--- config.mk ---
export PLATFORM = sky130hd
export DESIGN_NAME = wb_regfile
export DESIGN_NICKNAME = d
export VERILOG_FILES = /design/src/rtl/wb_regfile.sv
export SDC_FILE = /design/constraint.sdc
export NUM_CORES = 2
export LEC_CHECK = 0
export BUFFER_PORTS_ARGS = -buffer_cell sky130_fd_sc_hd__clkbuf_2
export CORE_UTILIZATION = 45
export CTS_CLUSTER_DIAMETER = 100
export DETAILED_ROUTE_END_ITERATION = 12
export HOLD_SLACK_MARGIN = 0.06
export PLACE_DENSITY_LB_ADDON = 0.3
export SLEW_MARGIN = 5
export SYNTH_ARGS = -nofsm -noshare
export SYNTH_HDL_FRONTEND = slang
export SYNTH_SLANG_ARGS = --single-unit
--- constraint.sdc ---
create_clock -name clk -period 60.9 [get_ports clk]
set_input_delay 15.225 -clock clk [delete_from_list [all_inputs] [get_ports clk]]
set_output_delay 15.225 -clock clk [all_outputs]
set_load 0.03 [all_outputs]
--- src/rtl/wb_regfile.sv ---
// Write-back stage register file: 2**ADDR_W x DATA_W registers, two combinational read ports,
// write-data select and committed-write counter. Define WB_REGFILE_BYPASS_EN for same-cycle write-to-read bypass.
module wb_regfile #(
  parameter int DATA_W = 32,
  parameter int ADDR_W = 5
) (
  input  logic              clk,
  input  logic              rst,
  input  logic [1:0]        WB_WB,
  input  logic [DATA_W-1:0] ALUOut_WB,
  input  logic [DATA_W-1:0] DataMEM_RD_WB,
  input  logic [ADDR_W-1:0] WN_WB,
  input  logic [ADDR_W-1:0] RN1,
  input  logic [ADDR_W-1:0] RN2,
  output logic [DATA_W-1:0] RD1,
  output logic [DATA_W-1:0] RD2,
  output logic [DATA_W-1:0] WD,
  output logic [31:0]       wb_count
);

  localparam int NREG = 2 ** ADDR_W;

  logic [DATA_W-1:0] regs [NREG];
  logic [31:0]       count;
  logic              mem_to_reg;
  logic              reg_write;
  logic              wr_en;

  assign mem_to_reg = WB_WB[1];
  assign reg_write  = WB_WB[0];
  assign WD         = mem_to_reg ? DataMEM_RD_WB : ALUOut_WB;

  // Register 0 is never written, so it keeps its reset value of zero.
  assign wr_en = reg_write && (WN_WB != '0);

  always_ff @(posedge clk or posedge rst) begin
    if (rst) begin
      for (int i = 0; i < NREG; i++) regs[i] <= '0;
    end else if (wr_en) begin
      regs[WN_WB] <= WD;
    end
  end

  always_ff @(posedge clk or posedge rst) begin
    if (rst) begin
      count <= '0;
    end else if (wr_en) begin
      count <= count + 32'd1;
    end
  end

  assign wb_count = count;

`ifdef WB_REGFILE_BYPASS_EN
  assign RD1 = (wr_en && (RN1 == WN_WB)) ? WD : regs[RN1];
  assign RD2 = (wr_en && (RN2 == WN_WB)) ? WD : regs[RN2];
`else
  assign RD1 = regs[RN1];
  assign RD2 = regs[RN2];
`endif

endmodule
==> qor.txt <==
Status: finished, final reports clean
Setup bufs post-CTS: 0
R2r setup slk: 58.75 ns
TNS Setup: 0 ns
Max Clock Skew: 0.00742 ns
CTS Buf Count: 112
Initial core utilization: 45.6%
Post-synth net total: 5977
Final ANT Viol Nets: 0
Die Y: 352 um
Number of synthesis warnings: 0
Critical Setup Path Class: in2out
Post-Place Setup Slack: 25.44 ns
Area growth, synth to finish: 11.2%
First-pass GRT wire length: 279 mm
Pwr per Cell Area: 34.8 mW/mm^2
Tmin final: 35.60 ns
Fillers: 11001
Post-synthesis sequential element count: 1056
Clock-pin slew on the worst setup and hold paths: 0.06 ns
Antenna diodes: 0
First-pass iteration count of the detailed router: 6
Dpl hpwl: 97.9 mm
Top cell type's share of synthesized area: 48.0%
CTS tree: done
Biggest area consumer among synthesized cells: dfrtp_1
Die Area: 0.124 mm^2
Most used DFF post-synth: dfrtp_1
FMAX: 28.1 MHz
Clock Latency Late Sink: 0.71 ns
Post-synthesis async set-or-reset flop share: 100%
Row cnt: 127
Cell Area, Synth: 0.0550 mm^2
VDD IR max: 0.0292 mV
IO Pins: 211
Drt total wl: 188 mm
Nets: 5824
Gpl congestion: 0.839
Required time of the worst setup path: 45.68 ns
# clock sinks: 1056
Max Cap Viol: 0
Ranking of synthesized cells by area: dfrtp_1 (48%), mux2i_1 (19%), nand2_1 (5.7%)
Antenna violations before repair: 4
DRT iter0 DRCs: 4773
Arrival time worst endpoint: 20.37 ns
Fin cells: 7442
Period utilization: 58.5%
Pin count of the biggest net entering global routing: 164
Reg2reg start: wb_count[2]
# port buffers: 210
Vias in the first global route: 43484
Clock buffer depth: 3
# DRC: 0
Vias post-DR: 45380
Synth cell types: 41
Critical Path Fanout Max: 93
Hold path startpoint: regs[1003]
Drt via density: 6.10
Slew Limit Headroom: 10.8%
Reg-to-reg endpoint: wb_count[26]
Final worst slack: 25.30 ns
RSZ-0062 raised after global routing: false
Post-synth top cells: dfrtp_1 (1056), mux2i_1 (1056), nand2_1 (833)
Post-Syn Instances: 5893
Wire per inst: 25.3 um
Post-cts hold buffer count: 0
Leak Pwr: 28.9 nW
Hold crit path type: reg2reg
Fin. Hold Viols: 0
Worst slew pin tran: 1.34 ns
Die X: 352 um
Htree depth: 3
Setup crit start kind: primary input
Post-CTS Resized: 0
Total global routing track utilization: 30.2%
Layout cells sized above 1: 9.98%
Hold EP: regs[1003]
Placed Cells: 7238
Post-synth EDFFs: 0
# setup viols final: 0
Core Footprint: 0.121 mm^2
Avg Inst Size Synth: 9.34 um^2
Fin. max-slew vios: 0
Clock Tree Root: clkbuf_16
Crit. End Element: output pin
Seq/Total Area, Yosys: 48.0%
Global route overflow: 0
Reg2reg path depth: 5
Hold path depth: 0
kinds of logic (layout without fill, tap and decap cells):
family          count (synthesis)  count (layout)  share of synthesized area (%)
compound gates               1571            1571                           16.2
mux                          1057            1057                           19.2
fa+ha+maj                       1               1                         0.0227
flops                        1056            1056                           48.0
buf+inv                       614             551                           4.43
simple gates                 1563            1563                           11.6
xor+xnor                       31              31                          0.493
through the flow:
step | util, % | instance area (um^2) | power (W) | hold WS, ns
2_1_floorplan | - | 55000 | 0.00126 | 0.449
3_3_place_gp | 47.5 | 57200 | 0.00137 | 0.384
3_5_place_dp | 47.5 | 57200 | 0.00139 | 0.388
4_1_cts | 50.7 | 61200 | 0.00213 | 0.402
5_1_grt | 50.7 | 61200 | 0.00223 | 0.410
6_report | 50.7 | 61200 | 0.00213 | 0.398
flip-flops by register name, summed over array words and instances, names as in the netlist:
| name | flops |
|---|---|
| regs | 1024 |
| wb_count | 32 |
worst max-delay path by stage:
stage               slack [ns]    from  endpoint
floorplan                15.95     rst   regs[0]
global placement         25.45  RN1[1]   RD1[14]
detailed placement       25.44  RN1[1]   RD1[14]
CTS                      25.44  RN1[1]   RD1[14]
global route             25.20  RN1[1]   RD1[14]
finish                   25.30  RN1[1]   RD1[14]
power breakdown:
group          internal [W]  switching (W)
sequential         0.000845       0.000115
clock              0.000443       0.000297
combinational      0.000174       0.000253
layout make-up:
class / instances / area (um^2) / area share, %
Sequential cell: 1056 / 26400 / 43.2
Inverter: 35 / 139 / 0.227
Multi-Input combinational cell: 4223 / 26700 / 43.7
Tap cell: 1612 / 2020 / 3.30
Timing Repair Buffer: 312 / 1910 / 3.13
Clock buffer: 156 / 3210 / 5.24
Clock inverter: 48 / 747 / 1.22
metal layers:
metal | vias to the layer above | GRT usage [%] | share of wire, % | wire (um)
li1 | 20410 | - | - | -
met1 | 22457 | 41.8 | 43 | 80000
met2 | 2077 | 46.6 | 45 | 83800
met3 | 430 | 5.36 | 8.7 | 16300
met4 | 6 | 12.3 | 4.2 | 7820
met5 | - | 0 | 0.018 | 33
placed cells by master (no fill, tap or decap), types with 97 or more instances in the layout:
master     count
dfrtp_1     1056
mux2i_1     1024
o21ai_0      606
clkbuf_16    113
nand3_1      204
a22o_1       128
a22oi_1      192
nand2_1      816
a21oi_1      576
nor2_1       395
clkbuf_2     207
buf_4         97
worst max-delay path, cell delays in order:
cell and delay [ns]:
buf_8 0.72, buf_4 0.96, buf_4 0.96, buf_4 0.92, mux2i_1 0.28, a22o_1 0.14, nor3_1 0.05, a31oi_1 0.26
nand3_1 0.33, clkbuf_2 0.30
No activity file was read; power rests on OpenSTA's default activity.
